==> config.mk <==
export PLATFORM = sky130hd
export DESIGN_NAME = lsu_mem_port
export DESIGN_NICKNAME = d
export VERILOG_FILES = /design/src/rtl/riscv_pkg.sv /design/src/rtl/lsu_align.sv /design/src/rtl/lsu_mem_port.sv
export SDC_FILE = /design/constraint.sdc
export NUM_CORES = 1
export LEC_CHECK = 0
export BUFFER_PORTS_ARGS = -buffer_cell sky130_fd_sc_hd__clkbuf_2
export CORE_MARGIN = 2
export CORE_UTILIZATION = 47
export CTS_CLUSTER_SIZE = 40
export DETAILED_ROUTE_END_ITERATION = 7
export GPL_TIMING_DRIVEN = 1
export PLACE_DENSITY_LB_ADDON = 0.1
export SKIP_CTS_REPAIR_TIMING = 1
export SYNTH_ARGS = -nofsm -noshare
export SYNTH_HDL_FRONTEND = slang
export SYNTH_SLANG_ARGS = --single-unit
==> constraint.sdc <==
create_clock -name clk -period 2.25 [get_ports clk]
set_clock_uncertainty 0.05 [all_clocks]
set_input_delay 0.225 -clock clk [delete_from_list [all_inputs] [get_ports clk]]
set_output_delay 0.225 -clock clk [all_outputs]
set_load 0.01 [all_outputs]
==> src/rtl/riscv_pkg.sv <==
// Shared RV32 load/store definitions: LSU FSM states, funct3 access codes
// and the load/store major opcodes.
package riscv_pkg;

  typedef enum logic [1:0] {
    IDLE     = 2'd0,
    REQ      = 2'd1,
    WAIT_RSP = 2'd2,
    DONE     = 2'd3
  } lsu_state_e;

  localparam logic [2:0] F3_B  = 3'b000;
  localparam logic [2:0] F3_H  = 3'b001;
  localparam logic [2:0] F3_W  = 3'b010;
  localparam logic [2:0] F3_BU = 3'b100;
  localparam logic [2:0] F3_HU = 3'b101;

  localparam logic [6:0] OP_LOAD  = 7'h03;
  localparam logic [6:0] OP_STORE = 7'h23;

endpackage

==> src/rtl/lsu_align.sv <==
// Byte-lane steering for stores, sign/zero extension for loads, and the
// access legality check (size encoding and natural alignment).
module lsu_align
  import riscv_pkg::*;
(
  input  logic [2:0]  funct3,
  input  logic [1:0]  offset,
  input  logic        is_load,
  input  logic        is_store,
  input  logic [31:0] wdata,
  input  logic [31:0] rdata,
  output logic [3:0]  be,
  output logic [31:0] wdata_lane,
  output logic [31:0] rdata_ext,
  output logic        illegal
);

  logic [31:0] byte_sh_s;
  logic [31:0] half_sh_s;

  // Lane steering, extension and legality decode
  always_comb begin
    be         = 4'b1111;
    wdata_lane = wdata;
    rdata_ext  = rdata;
    illegal    = is_load & is_store;
    byte_sh_s  = rdata >> {offset, 3'b000};
    half_sh_s  = rdata >> {offset[1], 4'b0000};
    case (funct3)
      F3_B: begin
        be         = 4'b0001 << offset;
        wdata_lane = {4{wdata[7:0]}};
        rdata_ext  = {{24{byte_sh_s[7]}}, byte_sh_s[7:0]};
      end
      F3_H: begin
        be         = 4'b0011 << {offset[1], 1'b0};
        wdata_lane = {2{wdata[15:0]}};
        rdata_ext  = {{16{half_sh_s[15]}}, half_sh_s[15:0]};
        illegal    = illegal | offset[0];
      end
      F3_W: begin
        illegal = illegal | (offset != 2'b00);
      end
      F3_BU: begin
        rdata_ext = {24'h00_0000, byte_sh_s[7:0]};
        illegal   = illegal | is_store;
      end
      F3_HU: begin
        rdata_ext = {16'h0000, half_sh_s[15:0]};
        illegal   = illegal | is_store | offset[0];
      end
      default: begin
        illegal = 1'b1;
      end
    endcase
    // Loads always fetch the full word; lanes are picked on the way back
    if (!is_store) begin
      be = 4'b1111;
    end else begin
      be = be;
    end
  end

endmodule

==> src/rtl/lsu_mem_port.sv <==
// Memory-stage load/store unit: issues one valid/ready request per load or
// store, stalls the pipeline while it is in flight, and returns the result.
module lsu_mem_port
  import riscv_pkg::*;
#(
  parameter int ADDR_W  = 32,
  parameter int DATA_W  = 32,
  parameter int TIMEOUT = 255
) (
  input  logic              clk,
  input  logic              rst,
  input  logic              mem_read_i,
  input  logic              mem_write_i,
  input  logic [2:0]        funct3_i,
  input  logic [ADDR_W-1:0] addr_i,
  input  logic [DATA_W-1:0] wdata_i,
  output logic              stall_o,
  output logic              done_o,
  output logic [DATA_W-1:0] rdata_o,
  output logic              err_o,
  output logic              req_valid_o,
  input  logic              req_ready_i,
  output logic              req_we_o,
  output logic [ADDR_W-1:0] req_addr_o,
  output logic [3:0]        req_be_o,
  output logic [DATA_W-1:0] req_wdata_o,
  input  logic              rsp_valid_i,
  input  logic [DATA_W-1:0] rsp_rdata_i
);

  localparam logic [7:0] TMO = 8'(TIMEOUT);

  lsu_state_e        state_r;
  lsu_state_e        next_state_s;
  logic [7:0]        cnt_r;
  logic [7:0]        cnt_inc_s;
  logic              op_s;
  logic              illegal_s;
  logic              err_next_s;
  logic [3:0]        be_s;
  logic [DATA_W-1:0] wdata_lane_s;
  logic [DATA_W-1:0] rdata_ext_s;
  logic [DATA_W-1:0] rdata_next_s;

  lsu_align u_align (
    .funct3     (funct3_i),
    .offset     (addr_i[1:0]),
    .is_load    (mem_read_i),
    .is_store   (mem_write_i),
    .wdata      (wdata_i),
    .rdata      (rsp_rdata_i),
    .be         (be_s),
    .wdata_lane (wdata_lane_s),
    .rdata_ext  (rdata_ext_s),
    .illegal    (illegal_s)
  );

  // Stall is combinational so the pipeline freezes in the accept cycle
  always_comb begin
    op_s    = mem_read_i | mem_write_i;
    stall_o = op_s & (state_r != DONE) & ~rst;
  end

  // Next-state decode; a completing handshake wins over a same-cycle timeout
  always_comb begin
    next_state_s = state_r;
    err_next_s   = 1'b0;
    rdata_next_s = {DATA_W{1'b0}};
    cnt_inc_s    = cnt_r + 8'd1;
    case (state_r)
      IDLE: begin
        if (op_s && illegal_s) begin
          next_state_s = DONE;
          err_next_s   = 1'b1;
        end else if (op_s) begin
          next_state_s = REQ;
        end else begin
          next_state_s = IDLE;
        end
      end
      REQ: begin
        if (req_ready_i) begin
          next_state_s = mem_write_i ? DONE : WAIT_RSP;
        end else if (cnt_inc_s == TMO) begin
          next_state_s = DONE;
          err_next_s   = 1'b1;
        end else begin
          next_state_s = REQ;
        end
      end
      WAIT_RSP: begin
        if (rsp_valid_i) begin
          next_state_s = DONE;
          rdata_next_s = rdata_ext_s;
        end else if (cnt_inc_s == TMO) begin
          next_state_s = DONE;
          err_next_s   = 1'b1;
        end else begin
          next_state_s = WAIT_RSP;
        end
      end
      DONE:    next_state_s = IDLE;
      default: next_state_s = IDLE;
    endcase
  end

  // State, timeout counter and registered port outputs
  always_ff @(posedge clk) begin
    if (rst) begin
      state_r     <= IDLE;
      cnt_r       <= 8'd0;
      done_o      <= 1'b0;
      err_o       <= 1'b0;
      rdata_o     <= {DATA_W{1'b0}};
      req_valid_o <= 1'b0;
      req_we_o    <= 1'b0;
      req_addr_o  <= {ADDR_W{1'b0}};
      req_be_o    <= 4'b0000;
      req_wdata_o <= {DATA_W{1'b0}};
    end else begin
      state_r     <= next_state_s;
      cnt_r       <= ((state_r == REQ) || (state_r == WAIT_RSP)) ? cnt_inc_s : 8'd0;
      done_o      <= (next_state_s == DONE);
      err_o       <= err_next_s;
      rdata_o     <= rdata_next_s;
      req_valid_o <= (next_state_s == REQ);
      if (next_state_s == REQ) begin
        req_we_o    <= mem_write_i;
        req_addr_o  <= {addr_i[ADDR_W-1:2], 2'b00};
        req_be_o    <= be_s;
        req_wdata_o <= wdata_lane_s;
      end else begin
        req_we_o    <= 1'b0;
        req_addr_o  <= {ADDR_W{1'b0}};
        req_be_o    <= 4'b0000;
        req_wdata_o <= {DATA_W{1'b0}};
      end
    end
  end

endmodule

==> impl_metrics.csv <==
group,metric,value,unit
placement,placed_cells,811,
global_route,global_route.overflow_total,0,
floorplanning,pin_count,210,
power,powerDensity,930,nW/um^2
clocking,tritoncts,"yes",
timing,fin_crit,2070,ps
floorplanning,initial_core_util,0.488,
yosys,synthTopCellsByArea,"sky130_fd_sc_hd__dfxtp_1, sky130_fd_sc_hd__nand2_1, sky130_fd_sc_hd__mux2i_1",
global_route,vias_in_the_first_global_route,3785,
timing,report.final.slew_viol_count,0,
outcome,run_status,"finished, violations left",
layout,stdcell_area,6120,sq um
yosys,postSynth.asyncResetShare,0,
flow_run,cap_viol_max_count,0,
routing,drt.antenna.violating_nets,0,
clocking,clk_pin_slew,120,ps
timing,max_clock_freq,484,MHz
routing,dr.pass1.iters,4,
worst_hold_path,worst_hold_path_type,"in -> reg",
clocking,ctsLongestPathBuffers,2,
worst_setup_path,critical_path_arrival,2290,ps
global_route,global_route_wire_length_before_repair,17900,um
layout,seq_area,2240,sq um
power,worst_ir_drop_vdd,0.523,mV
placement,number_of_port_buffers,207,
clocking,cts.sink_count,112,
placement,post-dp-hpwl,8490,um
yosys,synth_flop_cell,"sky130_fd_sc_hd__dfxtp_1",
worst_setup_path,worst-endpoint-required,2470,ps
routing,remaining_drc_errors,0,
timing,total_negative_slack_for_setup_checks,0,ps
worst_setup_path,critical_path.startpoint_type,"flip-flop",
timing,final_hold_viol_count,3,
clocking,ctsHtreeMaxLevel,3,
timing,worst_slew_pin_slew,648,ps
worst_setup_path,setup.worst_path.class,"reg -> reg",
timing,max-slew-margin-rel,0.568,
power,pleak,2.87,nW
yosys,mapped_area,4530,sq um
clocking,clk_root_buffer_cell,"sky130_fd_sc_hd__clkbuf_8",
yosys,ys_seq_area_frac,0.495,
layout,post_route_cells_drive_above_1_share,0.365,
yosys,netlist.top_cell.by_area,"sky130_fd_sc_hd__dfxtp_1",
placement,placed_cell_area,5670,sq um
worst_setup_path,worstPathMaxFanout,38,
placement,gp_congestion,0.960,
yosys,post_synth_most_frequent_cells,"sky130_fd_sc_hd__dfxtp_1, sky130_fd_sc_hd__nand2_1, sky130_fd_sc_hd__nor2_1, sky130_fd_sc_hd__a21oi_1, sky130_fd_sc_hd__mux2i_1",
timing,holdWs,-15.9,ps
timing,finalSetupViolCount,0,
yosys,synth-edff-count,0,
layout,layout.cells.non_filler,850,
clocking,cts-buffers-inserted,9,
routing,vias,4209,
yosys,syn_area_per_cell,9.07,sq um
outcome,failing_checks,"hold timing",
yosys,post-synth-top-count-cell,"sky130_fd_sc_hd__dfxtp_1",
routing,vias_per_cell,4.95,
floorplanning,dieArea,10400,sq um
clocking,insertion_delay_to_the_later_sink_of_the_worst_skew_pair,360,ps
layout,inserted_diodes,0,
yosys,synth.ff_latch_count,112,
floorplanning,placementRows,35,
global_route,grt_use_total,0.216,
floorplanning,fp.dieH,102,um
floorplanning,core-area,9280,sq um
global_route,grt_antenna_before_repair,0,
timing,grt_setup_unrepaired,"no",
yosys,synth.yosys.warnings,0,
layout,filler_cell_count,832,
yosys,synth_cells,499,
yosys,post_synth_cell_types,46,
routing,totalWireLength,12100,um
worst_setup_path,worstSetupEndpointType,"flip-flop",
layout,layout_nets,828,
routing,drt-wirelength-per-cell,14.2,um
floorplanning,die_w,102,um
global_route,pin_count_of_the_biggest_net_entering_global_routing,41,
routing,drtIter0Drc,170,
timing,timing.final.crit_share,0.918,
layout,multi_input_gate_area,2090,sq um
layout,area.growth.synth_to_final,35.2,%
yosys,post-synth-top-area-fraction,0.495,
[registers in the layout (all words and copies together), names as in the netlist]
register	cells
req_be_o	4
req_valid_o	1
err_o	1
req_we_o	1
cnt_r	8
state_r	2
req_addr_o	30
req_wdata_o	32
rdata_o	32
done_o	1
[per-stage QoR]
step,util,total power [mW],worst slack [ps]
floorplan,-,3.80,257
finish,0.660,5.70,184
detailed placement,0.611,4.49,88.6
CTS,0.633,5.69,66.5
global placement,0.611,4.46,129
global route,0.660,6.08,3.56
[layer usage]
| layer | GRT usage | share of wire | vias up |
|---|---|---|---|
| met5 | 0 | 0 | - |
| met4 | 0.0790 | 0.024 | 0 |
| met3 | 0.0581 | 0.073 | 26 |
| met2 | 0.362 | 0.49 | 164 |
| met1 | 0.269 | 0.41 | 1900 |
| li1 | - | - | 2119 |
[critical path, cell delays in order, from the launching register on]
cell and delay (ps):
sky130_fd_sc_hd__dfxtp_1 470, sky130_fd_sc_hd__and4_1 290, sky130_fd_sc_hd__xnor2_1 110, sky130_fd_sc_hd__a2111oi_4 410, sky130_fd_sc_hd__o221a_4 320, sky130_fd_sc_hd__buf_12 210, sky130_fd_sc_hd__nor2_1 90
[placed cells by master, fill, tap and decap left out, types with 2 or more instances in the layout]
master,count
sky130_fd_sc_hd__buf_4,8
sky130_fd_sc_hd__ha_1,6
sky130_fd_sc_hd__a22o_1,7
sky130_fd_sc_hd__clkbuf_2,207
sky130_fd_sc_hd__dfxtp_1,111
sky130_fd_sc_hd__nor3b_2,17
sky130_fd_sc_hd__nand2b_1,3
sky130_fd_sc_hd__dlygate4sd3_1,23
sky130_fd_sc_hd__o21ai_0,17
sky130_fd_sc_hd__nand4_1,2
sky130_fd_sc_hd__nor2_1,69
sky130_fd_sc_hd__xor2_1,5
sky130_fd_sc_hd__nand2_1,82
sky130_fd_sc_hd__mux2i_1,27
sky130_fd_sc_hd__nor2b_1,6
sky130_fd_sc_hd__nor3_1,2
sky130_fd_sc_hd__o211ai_1,9
sky130_fd_sc_hd__conb_1,2
sky130_fd_sc_hd__buf_12,3
sky130_fd_sc_hd__a31oi_1,3
sky130_fd_sc_hd__inv_6,4
sky130_fd_sc_hd__clkinv_8,2
sky130_fd_sc_hd__a21oi_1,33
sky130_fd_sc_hd__nand3_1,11
sky130_fd_sc_hd__inv_1,9
sky130_fd_sc_hd__or3_1,2
sky130_fd_sc_hd__xnor2_1,2
sky130_fd_sc_hd__a22oi_1,13
sky130_fd_sc_hd__o31ai_1,4
sky130_fd_sc_hd__a21o_1,2
sky130_fd_sc_hd__clkbuf_8,10
[path summary, 6_finish.rpt]
check,slack (ps),cells past startpoint,startpoint,endpoint
min reg2reg,430,1,cnt_r[0]$_SDFF_PP0_,cnt_r[0]$_SDFF_PP0_
max reg2reg,180,6,cnt_r[2]$_SDFF_PP0_,req_addr_o[11]$_SDFF_PP0_
min,-20,3,addr_i[16],req_addr_o[16]$_SDFF_PP0_
max,180,6,cnt_r[2]$_SDFF_PP0_,req_addr_o[11]$_SDFF_PP0_
[cells by family (layout without fill, tap and decap cells)]
kind of cell / Yosys count / in the layout / synth area share
adders and majority gates: 7 / 7 / 0.0193
and+or+nand+nor: 201 / 201 / 0.216
other: 1 / 2 / 0.000828
AOI/OAI and AO/OA: 97 / 97 / 0.141
DFF: 112 / 112 / 0.495
muxes: 28 / 28 / 0.0647
buffers and inverters: 46 / 267 / 0.0500
xor gates and xnor gates: 7 / 7 / 0.0135
[power by group]
| part | switching (mW) | internal (mW) | total, mW | leakage (nW) |
|---|---|---|---|---|
| sequential | 0.119 | 2.34 | 2.46 | 0.911 |
| clock | 0.724 | 0.469 | 1.19 | 0.104 |
| combinational | 1.21 | 0.838 | 2.04 | 1.85 |
[final cells by class]
class                      count  area share
clock buffer                  10      0.0225
clock inverter                 6      0.0110
inverter                      10     0.00613
multi-input combinational    342       0.341
sequential                   112       0.366
tap                          129      0.0264
timing repair buffer         241       0.226
No activity file was read; power rests on OpenSTA's default activity.
